`config.mk`:
```
export PLATFORM = sky130hd
export DESIGN_NAME = muldiv_sequencer_flat
export DESIGN_NICKNAME = d
export VERILOG_FILES = /design/src/rtl/muldiv_pkg.sv /design/src/rtl/muldiv_if.sv /design/src/rtl/muldiv_watchdog.sv /design/src/rtl/muldiv_sequencer.sv /design/src/flat_wrapper.sv
export SDC_FILE = /design/constraint.sdc
export NUM_CORES = 1
export LEC_CHECK = 0
export ABC_AREA = 1
export CORE_MARGIN = 3
export CORE_UTILIZATION = 35
export DETAILED_ROUTE_END_ITERATION = 8
export DONT_BUFFER_PORTS = 1
export RECOVER_POWER = 100
export SETUP_SLACK_MARGIN = 0.2
export SYNTH_ARGS = -nofsm -noshare
export SYNTH_HDL_FRONTEND = slang
export SYNTH_SLANG_ARGS = --single-unit
```
`constraint.sdc`:
```
create_clock -name clk -period 4.3 [get_ports clk]
set_input_delay 0.645 -clock clk [delete_from_list [all_inputs] [get_ports clk]]
set_output_delay 0.645 -clock clk [all_outputs]
set_load 0.05 [all_outputs]
```
`src/rtl/muldiv_pkg.sv`:
```
// Shared types and constants for the multiply/divide sequencer.
// Imported by the sequencer top and its watchdog counter.
package muldiv_pkg;

    typedef enum logic [2:0] {
        IDLE,
        START,
        WAIT,
        WRITE,
        ZERO
    } state_t;

    localparam logic [1:0] OPK_MULT = 2'b00;
    localparam logic [1:0] OPK_DIV  = 2'b01;

    localparam int TIMEOUT_CYCLES_DEF = 64;

    // op_kind values with the upper bit set are not MULT/DIV
    function automatic logic opk_illegal(input logic [1:0] kind);
        return kind[1];
    endfunction

endpackage

```
`src/rtl/muldiv_if.sv`:
```
// Request handshake between the control unit and the sequencer.
// master = control unit, slave = muldiv_sequencer.
interface muldiv_if #(
    parameter int WIDTH = 32
);

    logic             op_valid;
    logic             op_ready;
    logic [1:0]       op_kind;
    logic [WIDTH-1:0] a_in;
    logic [WIDTH-1:0] b_in;

    modport master (
        output op_valid,
        output op_kind,
        output a_in,
        output b_in,
        input  op_ready
    );

    modport slave (
        input  op_valid,
        input  op_kind,
        input  a_in,
        input  b_in,
        output op_ready
    );

endinterface

```
`src/rtl/muldiv_watchdog.sv`:
```
// WAIT-cycle counter: clear/enable/saturate, last-count capture.
// With MULDIV_WATCHDOG_EN defined it also flags the timeout limit.
module muldiv_watchdog #(
    parameter int CNT_W          = 7,
    parameter int TIMEOUT_CYCLES = 64
) (
    input  logic             clk,
    input  logic             reset,
    input  logic             clr,
    input  logic             en,
    input  logic             cap,
`ifdef MULDIV_WATCHDOG_EN
    output logic             at_limit,
`endif
    output logic [CNT_W-1:0] last_cycles
);

    localparam logic [CNT_W-1:0] CNT_MAX = '1;

    if (TIMEOUT_CYCLES >= (1 << CNT_W)) begin : g_width_chk
        $error("CNT_W too narrow for TIMEOUT_CYCLES");
    end

    logic [CNT_W-1:0] cnt;
    logic [CNT_W-1:0] cnt_inc;

    // count value including the current cycle, held at max
    assign cnt_inc = (cnt == CNT_MAX) ? cnt : cnt + 1'b1;

`ifdef MULDIV_WATCHDOG_EN
    assign at_limit = en && (cnt_inc == CNT_W'(TIMEOUT_CYCLES));
`endif

    always_ff @(posedge clk or posedge reset) begin
        if (reset) begin
            cnt         <= '0;
            last_cycles <= '0;
        end else begin
            if (clr) begin
                cnt <= '0;
            end else if (en) begin
                cnt <= cnt_inc;
            end
            if (cap) begin
                last_cycles <= cnt_inc;
            end
        end
    end

endmodule

```
`src/rtl/muldiv_sequencer.sv`:
```
// Sequences shared MULT/DIV units and commits results to HI/LO.
// Build option: MULDIV_WATCHDOG_EN enables the WAIT timeout abort.
module muldiv_sequencer
    import muldiv_pkg::*;
#(
    parameter int WIDTH          = 32,
    parameter int TIMEOUT_CYCLES = TIMEOUT_CYCLES_DEF,
    parameter int CNT_W          = 7
) (
    input  logic             clk,
    input  logic             reset,
    muldiv_if.slave          req,
    input  logic             flush,
    output logic [WIDTH-1:0] op_a,
    output logic [WIDTH-1:0] op_b,
    output logic             mult_start,
    output logic             div_start,
    input  logic             mult_ready,
    input  logic             div_ready,
    input  logic [WIDTH-1:0] mult_hi,
    input  logic [WIDTH-1:0] mult_lo,
    input  logic [WIDTH-1:0] div_hi,
    input  logic [WIDTH-1:0] div_lo,
    output logic             hi_wr,
    output logic             lo_wr,
    output logic [WIDTH-1:0] hi_data,
    output logic [WIDTH-1:0] lo_data,
    output logic             busy,
    output logic             done,
    output logic             div_zero_exc,
    output logic             illegal,
    output logic             timeout,
    output logic [CNT_W-1:0] last_cycles
);

    state_t state;
    state_t state_nxt;

    logic is_div_q;
    logic illegal_q;
    logic req_seen;
    logic req_bad;
    logic req_div;
    logic accept;
    logic sel_ready;
    logic cap;
    logic cnt_clr;
    logic cnt_en;
    logic timeout_c;
`ifdef MULDIV_WATCHDOG_EN
    logic at_limit;
`endif

    // a request is only seen in IDLE and never under flush
    assign req_seen = (state == IDLE) && req.op_valid && !flush;
    assign req_bad  = opk_illegal(req.op_kind);
    assign req_div  = (req.op_kind == OPK_DIV);
    assign accept   = req_seen && !req_bad;

    assign sel_ready = is_div_q ? div_ready : mult_ready;

    assign req.op_ready = (state == IDLE);
    assign busy         = (state != IDLE);
    assign illegal      = illegal_q;
    assign timeout      = timeout_c;

    always_ff @(posedge clk or posedge reset) begin
        if (reset) begin
            state <= IDLE;
        end else begin
            state <= state_nxt;
        end
    end

    always_comb begin
        state_nxt    = state;
        mult_start   = 1'b0;
        div_start    = 1'b0;
        hi_wr        = 1'b0;
        lo_wr        = 1'b0;
        done         = 1'b0;
        div_zero_exc = 1'b0;
        cap          = 1'b0;
        cnt_clr      = 1'b0;
        cnt_en       = 1'b0;
        timeout_c    = 1'b0;
        unique case (state)
            IDLE: begin
                if (accept) begin
                    if (req_div && (req.b_in == '0)) begin
                        state_nxt = ZERO;
                    end else begin
                        state_nxt = START;
                    end
                end
            end
            START: begin
                mult_start = !is_div_q;
                div_start  = is_div_q;
                cnt_clr    = 1'b1;
                state_nxt  = flush ? IDLE : WAIT;
            end
            WAIT: begin
                cnt_en = 1'b1;
                if (flush) begin
                    state_nxt = IDLE;
                end else if (sel_ready) begin
                    cap       = 1'b1;
                    state_nxt = WRITE;
`ifdef MULDIV_WATCHDOG_EN
                end else if (at_limit) begin
                    timeout_c = 1'b1;
                    state_nxt = IDLE;
`endif
                end
            end
            WRITE: begin
                hi_wr     = !flush;
                lo_wr     = !flush;
                done      = !flush;
                state_nxt = IDLE;
            end
            ZERO: begin
                div_zero_exc = !flush;
                state_nxt    = IDLE;
            end
            default: begin
                state_nxt = IDLE;
            end
        endcase
    end

    always_ff @(posedge clk or posedge reset) begin
        if (reset) begin
            op_a      <= '0;
            op_b      <= '0;
            hi_data   <= '0;
            lo_data   <= '0;
            is_div_q  <= 1'b0;
            illegal_q <= 1'b0;
        end else begin
            if (accept) begin
                op_a     <= req.a_in;
                op_b     <= req.b_in;
                is_div_q <= req_div;
            end
            if (cap) begin
                hi_data <= is_div_q ? div_hi : mult_hi;
                lo_data <= is_div_q ? div_lo : mult_lo;
            end
            illegal_q <= req_seen && req_bad;
        end
    end

    muldiv_watchdog #(
        .CNT_W          (CNT_W),
        .TIMEOUT_CYCLES (TIMEOUT_CYCLES)
    ) u_watchdog (
        .clk         (clk),
        .reset       (reset),
        .clr         (cnt_clr),
        .en          (cnt_en),
        .cap         (cap),
`ifdef MULDIV_WATCHDOG_EN
        .at_limit    (at_limit),
`endif
        .last_cycles (last_cycles)
    );

endmodule

```
`src/flat_wrapper.sv`:
```
// flat-port wrapper written by rule: the top's interface ports become plain ports
module muldiv_sequencer_flat import muldiv_pkg::*;
#(
    parameter int WIDTH          = 32,
    parameter int TIMEOUT_CYCLES = TIMEOUT_CYCLES_DEF,
    parameter int CNT_W          = 7
)
  (clk, reset, flush, op_a, op_b, mult_start, div_start, mult_ready, div_ready, mult_hi, mult_lo, div_hi, div_lo, hi_wr, lo_wr, hi_data, lo_data, busy, done, div_zero_exc, illegal, timeout, last_cycles, req_op_valid, req_op_kind, req_a_in, req_b_in, req_op_ready);
  muldiv_if #(.WIDTH(WIDTH)) req_i ();
  input  logic clk;
  input  logic reset;
  input  logic flush;
  output logic [WIDTH-1:0] op_a;
  output logic [WIDTH-1:0] op_b;
  output logic mult_start;
  output logic div_start;
  input  logic mult_ready;
  input  logic div_ready;
  input  logic [WIDTH-1:0] mult_hi;
  input  logic [WIDTH-1:0] mult_lo;
  input  logic [WIDTH-1:0] div_hi;
  input  logic [WIDTH-1:0] div_lo;
  output logic hi_wr;
  output logic lo_wr;
  output logic [WIDTH-1:0] hi_data;
  output logic [WIDTH-1:0] lo_data;
  output logic busy;
  output logic done;
  output logic div_zero_exc;
  output logic illegal;
  output logic timeout;
  output logic [CNT_W-1:0] last_cycles;
  input wire logic [$bits(req_i.op_valid)-1:0] req_op_valid;
  input wire logic [$bits(req_i.op_kind)-1:0] req_op_kind;
  input wire logic [$bits(req_i.a_in)-1:0] req_a_in;
  input wire logic [$bits(req_i.b_in)-1:0] req_b_in;
  output wire logic [$bits(req_i.op_ready)-1:0] req_op_ready;
  assign req_i.op_valid = req_op_valid;
  assign req_i.op_kind = req_op_kind;
  assign req_i.a_in = req_a_in;
  assign req_i.b_in = req_b_in;
  assign req_op_ready = req_i.op_ready;
  muldiv_sequencer #(.WIDTH(WIDTH), .TIMEOUT_CYCLES(TIMEOUT_CYCLES), .CNT_W(CNT_W)) u_core (.clk(clk), .reset(reset), .req(req_i), .flush(flush), .op_a(op_a), .op_b(op_b), .mult_start(mult_start), .div_start(div_start), .mult_ready(mult_ready), .div_ready(div_ready), .mult_hi(mult_hi), .mult_lo(mult_lo), .div_hi(div_hi), .div_lo(div_lo), .hi_wr(hi_wr), .lo_wr(lo_wr), .hi_data(hi_data), .lo_data(lo_data), .busy(busy), .done(done), .div_zero_exc(div_zero_exc), .illegal(illegal), .timeout(timeout), .last_cycles(last_cycles));
endmodule
```
**Word level (Yosys, flattened, before mapping)**

Index checks and enable logic that the tools add are counted.

- Register bits after elaboration: 147
- Input bits: 200
- Output and inout bits: 145
- Word-level logic and storage cells: 52

- Add/subtract/negate cells: 1
- Equal/unequal tests: 8
- Muxes and demuxes: 21
- Reductions and logical operators: 13

Operators by type and width:

| operator | number |
|---|---|
| 32-bit 2-to-1 mux | 2 |
| 32-bit logical NOT | 1 |
| 7-bit 2-to-1 mux | 3 |
| 3-bit 2-to-1 mux | 4 |
| 1-bit 2-to-1 mux | 10 |
| 3-bit one-hot mux with 3 select lines | 1 |
| 7-bit by 1-bit adder with 7-bit output, second input constant | 1 |
| 7-bit == test, second input constant | 1 |
| 3-bit by 2-bit == test with 1-bit output, second input constant | 2 |
| 1-bit logical AND | 5 |
| 3-bit by 1-bit == test with 1-bit output, second input constant | 1 |
| 3-bit == test, second input constant | 1 |
| 1-bit logical NOT | 3 |
| 3-bit logical NOT | 1 |
| 3-bit by 2-bit inequality test with 1-bit output, second input constant | 1 |
| 3-bit nonzero test | 1 |
| 2-bit by 1-bit == test with 1-bit output, second input constant | 1 |
| 2-bit 2-to-1 mux | 1 |
| 2-bit by 1-bit inequality test with 1-bit output, second input constant | 1 |
| 2-bit AND reduction | 1 |
| 2-bit nonzero test | 1 |

**Logic depth before layout (Yosys ltp)**

- Word-level depth: 6
- Depth in mapped cells: 8
- Mapped depth without buffers: 8

**Hierarchy**

From an unflattened synthesis, not the netlist that was laid out.

- Cells, all modules: 779
- Area, all modules: 6,421.2 um^2

By module, submodules not included:

| module | times used | cells each | area each (um^2) | sequential area each (um^2) |
|---|---|---|---|---|
| muldiv_sequencer | 1 | 688 | 5,708.0 | 3,328.2 |
| muldiv_watchdog | 1 | 91 | 713.2 | 350.3 |

**Least setup slack after synthesis**

Ideal clock, no wire load.

- Path kind: input -> output
- Start point: in flush
- End point: out hi_wr
- Data arrival time: 2,223 ps
- Required time: 3,655 ps
- Path slack: 1,432 ps
- Stages on the path: 2
- Cell sequence: nor3_1 buf_4

- Word-level cells in the longest chain between the ends: 2

Ends and longest elaborated chain:

| what | RTL line | RTL |
|---|---|---|
| start: declaration | flat_wrapper.sv:12 | `input logic flush;` |
| 1-bit logical NOT | muldiv_sequencer.sv:118 | `hi_wr = !flush;` |
| 1-bit 2-to-1 mux | muldiv_sequencer.sv:87 | `unique case (state)` |
| end: declaration | flat_wrapper.sv:23 | `output logic hi_wr;` |

Every way passes these cells.

**Worst setup path after layout**

- Start point: reg u_core.state[0]
- End point: out done

- Word-level cells in the longest chain between the ends: 2

Ends and longest elaborated chain:

| what | RTL line | RTL |
|---|---|---|
| start: declaration | muldiv_sequencer.sv:36 | `state_t state;` |
| start signal: assignment | muldiv_sequencer.sv:71 | `state <= state_nxt;` |
| 3-bit by 2-bit == test with 1-bit output | muldiv_sequencer.sv:87 |  |
| 1-bit 2-to-1 mux | muldiv_sequencer.sv:87 |  |
| end: declaration | flat_wrapper.sv:28 | `output logic done;` |

Every way passes these cells.

==> results by group <==
STA
  – Worst slew margin: -19.2%
  – Fin. Hold Viols: 0
  – Worst Tran Pin Value: between 1.5 and 2 ns
  – Final setup vio count: 0
  – Slew Viols, Final: 190
  – Min cycle time layout: roughly 3.2 ns
  – Clk_skew: between 0.01 and 0.015 ns
  – Crit share post-route: between 70% and 80%
  – Fmax: about 310 MHz
  – Setup TNS: 0 ns
  – RSZ-0062 raised after global routing: no
  – Final hold slack: ~0.29 ns

Clocking
  – Clock root buffer master: clkbuf_16
  – Htree depth: 4
  – Setup Buffers After CTS: 0
  – Number of clock sinks: 147
  – CTS tree: yes
  – CTS-repair resized insts: 0
  – CTS max path bufs: 2
  – Clock Pin Slew Worst Setup and Hold Paths: approximately 0.060 ns
  – Clk_lat worst skew: 0.42 ns
  – Hold-fix buffers at CTS: 0
  – CTS buffer count: 17

Layout
  – Most frequent cells in the layout: nand2_1 (207), dfrtp_1 (147), nor2_1 (88), a31oi_1 (65), mux2_2 (42)
  – Final Non-Filler Cells: 920
  – Sequential Area: roughly 3700 um2
  – Final design utilization: about two fifths
  – P&R area growth vs syn: 12.7%
  – Area taken by multi-input logic gates: 2350 um2
  – Share of cells above drive strength 1: about 12%
  – Fill count: about 1700
  – Most common cell after layout, fill and taps aside: nand2_1
  – Nets: 881

Floorplanning
  – Die ar.: 19900 um2
  – Placeable Area: approximately 18000 um2
  – Die Wd: between 100 and 150 um
  – Num rows: 48
  – Ports: approximately 350
  – Height of the die: between 100 and 150 um
  – Initial Util: roughly 36%

GRT
  – First-pass GRT wire length: between 20 and 30 mm
  – Largest net degree at the start of global routing: ~110
  – GR Overflow Total: 0
  – GR Util All Layers: 18.4%
  – Initial antenna violation count: 0
  – Vias in the first global route: between 4000 and 5000

Synth
  – #FFs+latches synth: between 100 and 150
  – Syn avg cell area: between 9 and 10 um2
  – Cell Area, Synth: about 6400 um2
  – Syn nets: approximately 900
  – Seq/Total Area, Yosys: between 50% and 60%
  – Unique masters post-synth: 22
  – Ys Warns: 0
  – Syn Inst Count: roughly 690

Placement
  – Placed cell count: just under 900
  – DPL Wire Length: 14.1 mm
  – Placer Congestion: 0.825
  – IO buf count: 0

Route
  – Post-route DRC violation count: 0
  – Initial DRT Pass Iterations: 5
  – DRT antenna net count: 0
  – WL final: 18.9 mm
  – WL/cell: just over 20 um
  – DR iter-0 viols: 218
  – Vias per std cell: 5.16
  – Routed vias: around 4800

Critical path
  – Req. time, crit path: around 3.7 ns
  – Startpoint Class: flop
  – Crit end category: primary output
  – R2R Path Start: u_core.is_div_q
  – CP startpoint: u_core.state[0]
  – Maximum fanout along the worst path: 4
  – CP arrival: about 2.6 ns
  – Setup slack, reg-to-reg: 1.29 ns
  – Worst setup path category: reg -> out

Run
  – Max-cap viol count: 2

Hold path
  – Path type of the worst min-delay path: in -> reg
  – Hold_sp: flush

Outcome
  – Violated checks: max-capacitance violations, max-slew violations
  – Run status: complete, but fails checks

Pwr
  – Power Dens Cells: approximately 1100 nW/um2
  – Worst vdd ir: 0.000501 V
  – Static leakage: 3.29 nW
-- synth_stat cells, drive strengths merged --
cell    number  area share, %
mux2        42            7.4
nor3         7           0.73
a31o         1           0.14
o21ai       32            2.5
ha           1           0.20
dfrtp      147             58
inv         39            2.3
conb         1          0.059
nand4        6           0.59
nand3       10           0.78
clkbuf      18            1.1
nor4         1          0.098
nand2      208             12
nor2        88            5.2
o21a         1           0.12
xor2         2           0.27
a31oi       65            6.4
buf         22            1.9
a21oi        2           0.33
-- stage by stage --
step,total power [mW],worst slack [ns],area [um2]
2_1_floorplan,5.70,1.43,6380
3_3_place_gp,6.09,1.88,6560
3_5_place_dp,6.15,1.89,6560
4_1_cts,7.85,1.43,7230
5_1_grt,8.16,0.821,7180
6_report,7.77,1.08,7180
-- per-layer routing --
metal / vias to the layer above / GRT usage [%] / wire (um)
li1: 2242 / - / -
met1: 2246 / 20.7 / 7000
met2: 250 / 31.8 / 9620
met3: 13 / 8.01 / 2030
met4: 0 / 5.15 / 251
met5: - / 0 / 0
-- final cells by class --
class	count	share of cell area, %
sequential	147	51.2
tap	225	3.92
inverter	39	2.06
clock inverter	15	3.41
antenna	2	0.0697
timing repair buffer	8	0.662
clock buffer	17	5.92
multi-input combinational	467	32.8
-- cells by family (layout without fill, tap and decap cells) --
logic type,after synthesis,after routing,share of synthesized area [%]
other,1,3,0.0588
multiplexers,42,42,7.42
XOR/XNOR,2,2,0.275
buffers and inverters,79,79,5.28
AO/OA/AOI/OAI,101,101,9.48
AND/OR/NAND/NOR,320,320,19.6
flip-flops,147,147,57.7
adder cells (fa/ha/maj),1,1,0.196
-- where the power goes --
| group | internal, mW | switching, mW |
|---|---|---|
| Combinational | 0.511 | 0.761 |
| Sequential | 1.99 | 2.82 |
| Clock | 1.05 | 0.639 |
| Total | 3.55 | 4.22 |
-- worst paths after layout --
path | to | depth (start not counted)
max in group asynchronous | u_core.state[0] | 2
hold reg to reg | u_core.u_watchdog.cnt[4] | 2
setup reg to reg | u_core.u_watchdog.last_cycles[1] | 5
min in group asynchronous | u_core.lo_data[23] | 1
hold / removal | u_core.state[1] | 1
setup / recovery | done | 4
-- critical path, stage by stage, from the launching register on --
cell	delay (ns)
dfrtp_1	0.42
nand2_1	0.07
nor3_1	0.20
clkbuf_1	0.93
clkbuf_1	0.54
-- flip-flops by register name, summed over array words and instances (netlist names) --
name / cells
u_core.op_b: 32
u_core.op_a: 32
u_core.lo_data: 32
u_core.is_div_q: 1
u_core.u_watchdog.last_cycles: 7
u_core.state: 3
u_core.illegal: 1
u_core.hi_data: 32
u_core.u_watchdog.cnt: 7
Note: power is estimated with default switching activity, not from simulation.
